--- config.mk ---
export PLATFORM = sky130hd
export DESIGN_NAME = interrupt_controller
export DESIGN_NICKNAME = d
export VERILOG_FILES = /design/src/rtl/interrupt_controller.sv
export SDC_FILE = /design/constraint.sdc
export NUM_CORES = 1
export LEC_CHECK = 0
export CAP_MARGIN = 20
export CORE_MARGIN = 2
export CORE_UTILIZATION = 38
export DETAILED_ROUTE_END_ITERATION = 16
export PLACE_DENSITY = 0.8
export SYNTH_ARGS = -nofsm -noshare
export SYNTH_HDL_FRONTEND = slang
export SYNTH_SLANG_ARGS = --single-unit
--- constraint.sdc ---
create_clock -name clk -period 2.4 [get_ports clk]
set_clock_uncertainty 0.2 [all_clocks]
set_input_delay 0.24 -clock clk [delete_from_list [all_inputs] [get_ports clk]]
set_output_delay 0.24 -clock clk [all_outputs]
set_load 0.02 [all_outputs]
--- src/rtl/interrupt_controller.sv ---
// Interrupt aggregator for the PWM carrier channels: sticky per-channel pending with edge/level capture,
// mask, W1C clear, and a registered irq line plus the lowest-index active source. Optional macro: INTC_COALESCE_EN.
module interrupt_controller #(
  parameter int N_CH = 8,
`ifdef INTC_COALESCE_EN
  parameter int CNT_W = 16,
`endif
  localparam int ID_W = (N_CH > 1) ? $clog2(N_CH) : 1
) (
  input  logic              clk,
  input  logic              reset,
  input  logic [N_CH-1:0]   irq_in,
  input  logic [N_CH-1:0]   mask,
  input  logic [N_CH-1:0]   mode,
  input  logic [N_CH-1:0]   clr,
`ifdef INTC_COALESCE_EN
  input  logic [CNT_W-1:0]  coal_thresh,
  input  logic [CNT_W-1:0]  coal_timeout,
`endif
  output logic [N_CH-1:0]   pending_out,
  output logic              irq_out,
  output logic [ID_W-1:0]   irq_id
);

  logic [N_CH-1:0] irq_d;
  logic [N_CH-1:0] pending;
  logic [N_CH-1:0] ev;
  logic [N_CH-1:0] pending_nxt;
  logic [N_CH-1:0] act;
  logic            any_act;
  logic [ID_W-1:0] enc;
  logic            irq_nxt;

  // Level mode ignores the delay register; edge mode needs a low-to-high transition.
  assign ev          = irq_in & (mode | ~irq_d);
  assign pending_nxt = (pending & ~clr) | ev;
  assign act         = pending & mask;
  assign any_act     = |act;
  assign pending_out = pending;

  always_comb begin
    enc = '0;
    for (int i = N_CH - 1; i >= 0; i--) begin
      if (act[i]) enc = ID_W'(i);
    end
  end

`ifdef INTC_COALESCE_EN
  // state  | meaning
  // IDLE   | no masked activity being accumulated
  // ACCUM  | counting masked events and cycles since the first one
  // FIRE   | irq_out follows the masked pending vector until it empties
  typedef enum logic [1:0] {IDLE, ACCUM, FIRE} coal_state_t;

  coal_state_t      state, state_nxt;
  logic [CNT_W-1:0] ev_cnt, ev_cnt_nxt;
  logic [CNT_W-1:0] tmr, tmr_nxt;
  logic [CNT_W-1:0] thresh_eff;
  logic             masked_ev;
  logic             fire_cond;

  assign masked_ev  = |(ev & mask);
  assign thresh_eff = (coal_thresh == '0) ? CNT_W'(1) : coal_thresh;
  assign fire_cond  = (ev_cnt >= thresh_eff) ||
                      ((coal_timeout != '0) && (tmr == coal_timeout));

  always_ff @(posedge clk or posedge reset) begin
    if (reset) begin
      state  <= IDLE;
      ev_cnt <= '0;
      tmr    <= '0;
    end else begin
      state  <= state_nxt;
      ev_cnt <= ev_cnt_nxt;
      tmr    <= tmr_nxt;
    end
  end

  always_comb begin
    state_nxt  = state;
    ev_cnt_nxt = ev_cnt;
    tmr_nxt    = tmr;
    case (state)
      IDLE: begin
        if (masked_ev) begin
          state_nxt  = ACCUM;
          ev_cnt_nxt = CNT_W'(1);
          tmr_nxt    = '0;
        end
      end
      ACCUM: begin
        tmr_nxt = tmr + 1'b1;
        if (masked_ev && (ev_cnt != '1)) ev_cnt_nxt = ev_cnt + 1'b1;
        // Pending drained by software before the threshold was reached: drop the burst silently.
        if (!any_act && !masked_ev) begin
          state_nxt  = IDLE;
          ev_cnt_nxt = '0;
          tmr_nxt    = '0;
        end else if (fire_cond) begin
          state_nxt = FIRE;
        end
      end
      FIRE: begin
        if (!any_act) begin
          state_nxt  = IDLE;
          ev_cnt_nxt = '0;
          tmr_nxt    = '0;
        end
      end
      default: begin
        state_nxt  = IDLE;
        ev_cnt_nxt = '0;
        tmr_nxt    = '0;
      end
    endcase
  end

  assign irq_nxt = (state_nxt == FIRE) && any_act;
`else
  assign irq_nxt = any_act;
`endif

  always_ff @(posedge clk or posedge reset) begin
    if (reset) begin
      irq_d   <= '1;
      pending <= '0;
      irq_out <= 1'b0;
      irq_id  <= '0;
    end else begin
      irq_d   <= irq_in;
      pending <= pending_nxt;
      irq_out <= irq_nxt;
      irq_id  <= irq_nxt ? enc : '0;
    end
  end

endmodule

; Word-level counts from Yosys, hierarchy flattened
; Index checks and enable logic that the tools add are counted.
[word_totals]
out_inout_bits = 12
ff_bits = 20
wordCells = 21
inputBits = 34
[op_classes]
bitwise_logic = 7
mux = 9
n_reduce_logical = 1
[op_table]
columns = op, count
row1 = $mux 3, 9
row2 = $and 8x8->8, 3
row3 = $not 8->8, 2
row4 = $or 8x8->8, 2
row5 = $reduce_or 8->1, 1

; Depth between registers and ports, before layout
; Gate-level depths: netlist of the first run.
[logic_depth]
ltp_word = 10
ltp_mapped = 4
mapped_depth_nobuf = 4

; Worst setup path after synthesis of the first run
; OpenSTA, ideal clock, no wires.
[synth_timing]
path_kind = reg2reg
start = register pending[6], in the netlist pending_out[6]
end = register irq_id[0]
setup_ps = 120
n_path_buf = 0
arrival_ps = 1184
setup_slack_ps = 896
stages_incl_launch_ff = 5
path_cell_list = dfrtp_1 -> a22o_1 -> and3b_1 -> nand3_2 -> and3_1
[synth_via]
elab_cells_between_ends = 10
cone_classes = mux (8) / bitwise (1) / reduce/logical (1)
[synth_lines]
columns = element, line
row1 = start: declaration, 26  ; logic [N_CH-1:0] pending;
row2 = start signal: assignment, 131  ; pending <= pending_nxt;
row3 = $and 8x8->8, 37  ; assign act = pending & mask;
row4 = $reduce_or 8->1, 38  ; assign any_act = |act;
row5 = via any_act, 30  ; logic any_act;
row6 = $mux 3, 133  ; irq_id <= irq_nxt ? enc : '0;
row7 = end signal: assignment, 133
row8 = end: declaration, 22  ; output logic [ID_W-1:0] irq_id
; The timed path passes the listed nets, and every way through them passes these cells.

; Worst setup path after layout of the first run
[layout_timing]
start = register pending[0], in the netlist pending_out[0]
end = output port pending_out[0]
[layout_lines]
columns = element, line
row1 = end: declaration, 20  ; output logic [N_CH-1:0] pending_out,
; No word-level cell between the ends.

==> reports/qor.yml, run 1 <==
floorplanning:
  die_w_um: 48.97
  initial_core_util_pct: 39.56
  fp.coreArea_um2: 1942
  die-height_um: 48.97
  rows: 16
  io_pins: 46
  die_area_um2: 2398
sta:
  setup_ws_ns: 0.6316
  max_freq_mhz: 565.5
  final-setup-viol-count: 0
  final_hold_viol_count: 0
  grt_setup_unrepaired: "no"
  slew_headroom_pct: 51.91
  worstMarginPinSlew_ns: 0.7206
  fin_tns_setup_ns: 0
  min_period_ns: 1.768
  drv_slew: 0
  fin_crit_sh_pct: 73.68
global_routing:
  grtUsageTotal_pct: 16.77
  grt_max_degree: 21
  grt_pass1_wl_mm: 3.056
  grt_pass1_vias: 670
  grt_antenna_before_repair: 0
  grt_use_met1_pct: 19.04
  grt_most_used_layer: "met2"
  grtUsageMet3_pct: 2.454
  grt_use_met2_pct: 31.05
  grt-ovfl-total: 0
drt:
  route.vias.total: 672
  drc: 0
  first_pass_iters: 4
  wire_per_inst_um: 12.15
  first_iter_violations: 12
  ant_nets: 0
  vias_per_cell: 4.541
  routed_wl_mm: 1.798
finish:
  area.growth.synth_to_final_pct: 67.75
  antenna_cells: 0
  drive_gt1_share_pct: 10.74
  n_fill_cell: 173
  utilization_pct: 66.37
  final_nets: 156
critical_path:
  cp.arrival_ns: 1.33
  cp.depth: 1
  r2r_slack_ns: 0.92
  worstSetupEndpointType: "primary output"
  cp_top_family: "buffers and inverters"
  crit_chain: "clkdlybuf4s50_1"
  crit_required_ns: 1.96
  worstPathMaxFanout: 4
  crit_end: "pending_out[0]"
  r2r_start: "pending_out[6]"
  critical_path_buf_inv_count: 1
  slowest_delay_ns: 0.63
  startpoint_type: "flip-flop"
  crit_type: "reg2out"
  crit_path_top_delay_cell: "clkdlybuf4s50_1"
  crit_start: "pending_out[0]"
  worst-r2r-cell-count: 4
  rr_endpoint: "irq_id[0]"
worst_hold_path:
  hold_path.class: "in2async"
synthesis:
  ys_ff_latch: 20
  netlist_top_cells_count: "inv_1, o21ai_0, dfrtp_1"
  synth_flop_cell: "dfrtp_1"
  avgSynthCellArea_um2: 10.67
  netlist.top_cell.by_area: "dfrtp_1"
  synth_edf_count: 0
  synthTopCellsByArea: "dfrtp_1, dfstp_2, o21ai_0"
  syn_nets: 106
  synthesis.area_um2: 768.2
  synth.yosys.warnings: 0
  netlist.area_leader.share_pct: 39.09
  async_flop_share_pct: 100.0
  syn_inst: 72
  synthDistinctLibCells: 14
  yosysSeqAreaShare_pct: 66.45
place:
  dpl.hpwl_mm: 1.464
  gp_congestion: 0.7535
  pre_cts_ws_ns: 0.6860
  io_buffers: 45
clocking:
  insertion_delay_ns: 0.29
  cts_resized: 0
  clkTransAtPathRegs_ns: 0.11
  cts_made_buffers: 3
  cts.htree.levels: 1
  clock-sinks: 20
  hold_buffers: 0
  cts_root_buffer: "clkbuf_4"
  clock_path_buffers: 2
  post_cts_buffers: 0
  cts_tree: "yes"
power:
  p_leak_nw: 0.5826
  ir_drop_mv: 0.3428
  power_density_nw_per_um2: 580.4
run:
  drv_cap: 0
outcome:
  status: "finished, final reports clean"
## state kept, by name, summed over array words and instances, names as in the netlist
register     count
irq_id           3
irq_d            8
pending_out      8
irq_out          1
## logic make-up after synthesis
logic type             Yosys count  synth area share (%)
AOI/OAI and AO/OA               23                 17.43
DFF                             20                 66.45
buffers and inverters           17                 8.306
and+or+nand+nor                 12                 7.818
## power by group
group          switching (mW)  leakage, nW  internal [mW]
logic                  0.0721        0.339         0.0995
registers              0.0164        0.223          0.369
clock network          0.0986       0.0210         0.0923
## stage by stage
| step | hold WS, ns | power, mW | cell area, µm² | instances |
|---|---|---|---|---|
| after floorplan | -0.002099 | 0.4548 | 768.2 | 72 |
| after global placement | 0.3405 | 0.5585 | 1252 | 144 |
| after detailed placement | 0.3551 | 0.5647 | 1252 | 144 |
| after CTS | 0.1602 | 0.7553 | 1289 | 148 |
| after global routing | 0.1575 | 0.7864 | 1289 | 148 |
| final | 0.1493 | 0.7480 | 1289 | 148 |
## worst min path at each step
stage / end / slack (ns) / cells after the start
2_1_floorplan: irq_id[0] / -0.002 / 1
3_3_place_gp: pending_out[6] / 0.34 / 3
3_5_place_dp: pending_out[5] / 0.36 / 3
4_1_cts: irq_d[1] / 0.16 / 1
5_1_grt: irq_d[0] / 0.16 / 1
6_report: pending_out[5] / 0.15 / 2
## cell type report
class | count | area, µm² | share of cell area, %
clock buffer | 4 | 36.28 | 2.816
inverter | 17 | 63.81 | 4.951
multi-input combinational | 35 | 193.9 | 15.05
sequential | 20 | 510.5 | 39.61
tap | 27 | 33.78 | 2.621
timing repair buffer | 45 | 450.4 | 34.95
## per-layer routing
metal / vias up / share of wire [%]
met5: - / 0
met4: 0 / 1.1
met3: 2 / 4.8
met2: 24 / 55
met1: 314 / 39
li1: 332 / -
## cell usage in the layout, fill, tap and decap left out
cell / instances
nand3_1: 1
dfrtp_1: 12
nor2_1: 1
a22oi_1: 2
inv_1: 17
o21ai_0: 17
a21boi_0: 1
nand3_2: 1
clkbuf_8: 1
and3_1: 1
nand2_1: 7
a32oi_1: 2
and3b_1: 1
a22o_1: 1
clkbuf_4: 3
dfstp_2: 8
clkdlybuf4s50_1: 45
Note: power is estimated with default switching activity, not from simulation.
==> inputs of run 2 (changes only) <==
--- a/config.mk
+++ b/config.mk
@@ -7,9 +7,9 @@
 export LEC_CHECK = 0
 export CAP_MARGIN = 20
 export CORE_MARGIN = 2
-export CORE_UTILIZATION = 38
+export CORE_UTILIZATION = 32
 export DETAILED_ROUTE_END_ITERATION = 16
-export PLACE_DENSITY = 0.8
+export PLACE_DENSITY = 0.72
 export SYNTH_ARGS = -nofsm -noshare
 export SYNTH_HDL_FRONTEND = slang
 export SYNTH_SLANG_ARGS = --single-unit
==> constraint.sdc (replaced) <==
create_clock -name clk -period 1.5 [get_ports clk]
set_clock_uncertainty 0.2 [all_clocks]
set_input_delay 0.15 -clock clk [delete_from_list [all_inputs] [get_ports clk]]
set_output_delay 0.15 -clock clk [all_outputs]
set_load 0.02 [all_outputs]
==> run 2 against run 1 <==
Hold slack worse by 0.077 ns; first-iteration DRC count down 75%; clock-buffer cell count stayed put; final cell count increased by 2.7%; design area grew 1.3%; non-clock buffer count rose by 3; critical endpoint is now irq_id[0]; sequential power grew 60%; critical path depth rose by 3; worst setup slack lost 0.56 ns; die area rose by 17%.
==> reports/qor.yml, run 2 (synthesis results as in run 1) <==
outcome:
  status: "finished, final reports clean"
drt:
  routed_wl_mm: 1.676
  first_pass_iters: 2
  wire_per_inst_um: 11.03
  route.vias.total: 682
  ant_nets: 0
  first_iter_violations: 3
  vias_per_cell: 4.487
  drc: 0
finish:
  design_area_um2: 1305
  drive_gt1_share_pct: 15.32
  final_nets: 159
  seq_area_um2: 511.7
  multi_input_area_um2: 200.2
  mostFrequentLayoutCell: "clkdlybuf4s50_1"
  n_fill_cell: 199
  antenna_cells: 0
  final_cell_mix: "clkdlybuf4s50_1, o21ai_0, inv_1, dfrtp_1, dlygate4sd2_1"
  area.growth.synth_to_final_pct: 69.87
power:
  p_int_mw: 0.8850
  seqPwrFrac_pct: 52.4
  comb_power_share_pct: 22.3
  clkPwrFrac_pct: 25.3
  switching_share_pct: 24.60
  ir_drop_mv: 0.6096
  power_density_nw_per_um2: 899.4
  power_switching_mw: 0.2887
  p_leak_nw: 0.6084
sta:
  worstMarginPinSlew_ns: 0.2935
  setup_ws_ns: 0.06864
  min_period_ns: 1.431
  final_hold_viol_count: 0
  drv_slew: 0
  grt_setup_unrepaired: "no"
  fin_crit_sh_pct: 95.42
  final-setup-viol-count: 0
  slew_headroom_pct: 80.43
  max_freq_mhz: 698.6
global_routing:
  grt-ovfl-total: 0
  grt_pass1_wl_mm: 2.746
  grt_antenna_before_repair: 0
  grt_pass1_vias: 651
  grt_max_degree: 21
  grtUsageTotal_pct: 13.92
clocking:
  cts_made_buffers: 3
  cts_tree: "yes"
  clock_path_buffers: 2
  clkTransAtPathRegs_ns: 0.11
  post_cts_buffers: 0
  cts.htree.levels: 1
  clock-sinks: 20
  insertion_delay_ns: 0.29
  cts_root_buffer: "clkbuf_4"
critical_path:
  rr_endpoint: "irq_id[0]"
  crit_chain: "a22o_1 > and3b_2 > nand3_2 > and3_4"
  r2r_slack_ns: 0.07
  worstPathMaxFanout: 2
  cp.arrival_ns: 1.42
  crit_required_ns: 1.49
  startpoint_type: "flip-flop"
  slowest_delay_ns: 0.42
  crit_path_top_delay_cell: "dfrtp_2"
  worst-r2r-cell-count: 4
  worstSetupEndpointType: "flip-flop"
  r2r_start: "pending_out[6]"
  crit_type: "reg2reg"
place:
  dpl.hpwl_mm: 1.394
  placed_cell_area_um2: 1270
  gp_congestion: 0.7666
  io_buffers: 45
  pre_cts_ws_ns: -0.1245
floorplanning:
  io_pins: 46
  die_w_um: 53.00
  die_area_um2: 2808
  rows: 17
  die-height_um: 53.00
  fp.coreArea_um2: 2233
  initial_core_util_pct: 34.40
run:
  drv_cap: 0
worst_hold_path:
  whs_endpoint: "irq_d[7]"
  hold_path.startpoint: "irq_in[7]"
  holdPathStages: 1
  hold_path.class: "in2reg"
-- run 2: cell types whose count changed in the layout (fill, tap and decap cells not counted) --
cell	before	now
and3_1	1	0
and3_4	0	1
and3b_1	1	0
and3b_2	0	1
buf_4	0	2
clkbuf_2	0	1
clkdlybuf4s15_1	0	1
clkdlybuf4s50_1	45	33
dfrtp_1	12	11
dfrtp_2	0	1
dlygate4sd2_1	0	10
dlygate4sd3_1	0	1
-- run 2: worst max path at each step --
stage	from	to	cells after the start
finish	pending_out[6]	irq_id[0]	4
global route	pending_out[6]	irq_id[0]	4
CTS	pending_out[6]	pending_out[6]	2
detailed placement	mask[6]	irq_id[0]	5
global placement	mask[6]	irq_id[0]	5
floorplan	pending_out[6]	irq_id[0]	4
-- run 2: layer usage --
metal	global-route usage, %	vias up	share of wire, %
met1	15.08	309	39
met3	6.497	4	7.4
met4	5.556	0	1.7
li1	-	341	-
met5	0	-	0
met2	23.33	28	52
-- run 2: metrics by stage --
step                      setup TNS [ns]  std cells  hold WS (ns)  power [mW]  util [%]
final                                  0        152       0.07255       1.174     58.43
after CTS                              0        152       0.05638       1.194     58.32
after detailed placement         -0.1245        147        0.3079      0.9075     56.86
after global placement           -0.1100        147        0.2896      0.9028     56.86
after global routing                   0        152       0.04311       1.249     58.43
after floorplan                        0         72      -0.09217      0.7282         -
-- run 2: repair_timing --
item                                   4_1_cts  5_1_grt
resized for setup                           13        4
hold buffers                                 1        0
setup endpoints to repair                   12        3
endpoints found under the hold margin       12        0
pin swaps                                    0        1
-- run 2: cell type report --
class | instances | share of cell area, %
repair buffers | 48 | 35.09
multi-input cells | 35 | 15.34
inverters | 17 | 4.890
well taps | 28 | 2.685
clock buffers | 4 | 2.780
flip-flops and latches | 20 | 39.21
-- run 2: worst max-delay path, delay by kind of cell (launching register included) --
family / cells / cell delay [ns]
compound gates: 1 / 0.23
simple gates: 3 / 0.48
flops: 1 / 0.42
-- run 2: power groups by stage --
| stage | logic, mW | clock network (mW) | registers (mW) |
|---|---|---|---|
| 2_1_floorplan | 0.0630 | 0 | 0.665 |
| 6_report | 0.261 | 0.297 | 0.615 |
| 4_1_cts | 0.261 | 0.317 | 0.616 |
| 5_1_grt | 0.288 | 0.338 | 0.622 |
| 3_3_place_gp | 0.277 | 0 | 0.625 |
| 3_5_place_dp | 0.281 | 0 | 0.627 |
==> inputs of run 3 (changes only) <==
--- a/config.mk
+++ b/config.mk
@@ -10,6 +10,7 @@
 export CORE_UTILIZATION = 32
 export DETAILED_ROUTE_END_ITERATION = 16
 export PLACE_DENSITY = 0.72
+export SLEW_MARGIN = 5
 export SYNTH_ARGS = -nofsm -noshare
 export SYNTH_HDL_FRONTEND = slang
 export SYNTH_SLANG_ARGS = --single-unit
==> results of run 3 <==
No change in the layout: final DEF, timing and power equal those of run 2.
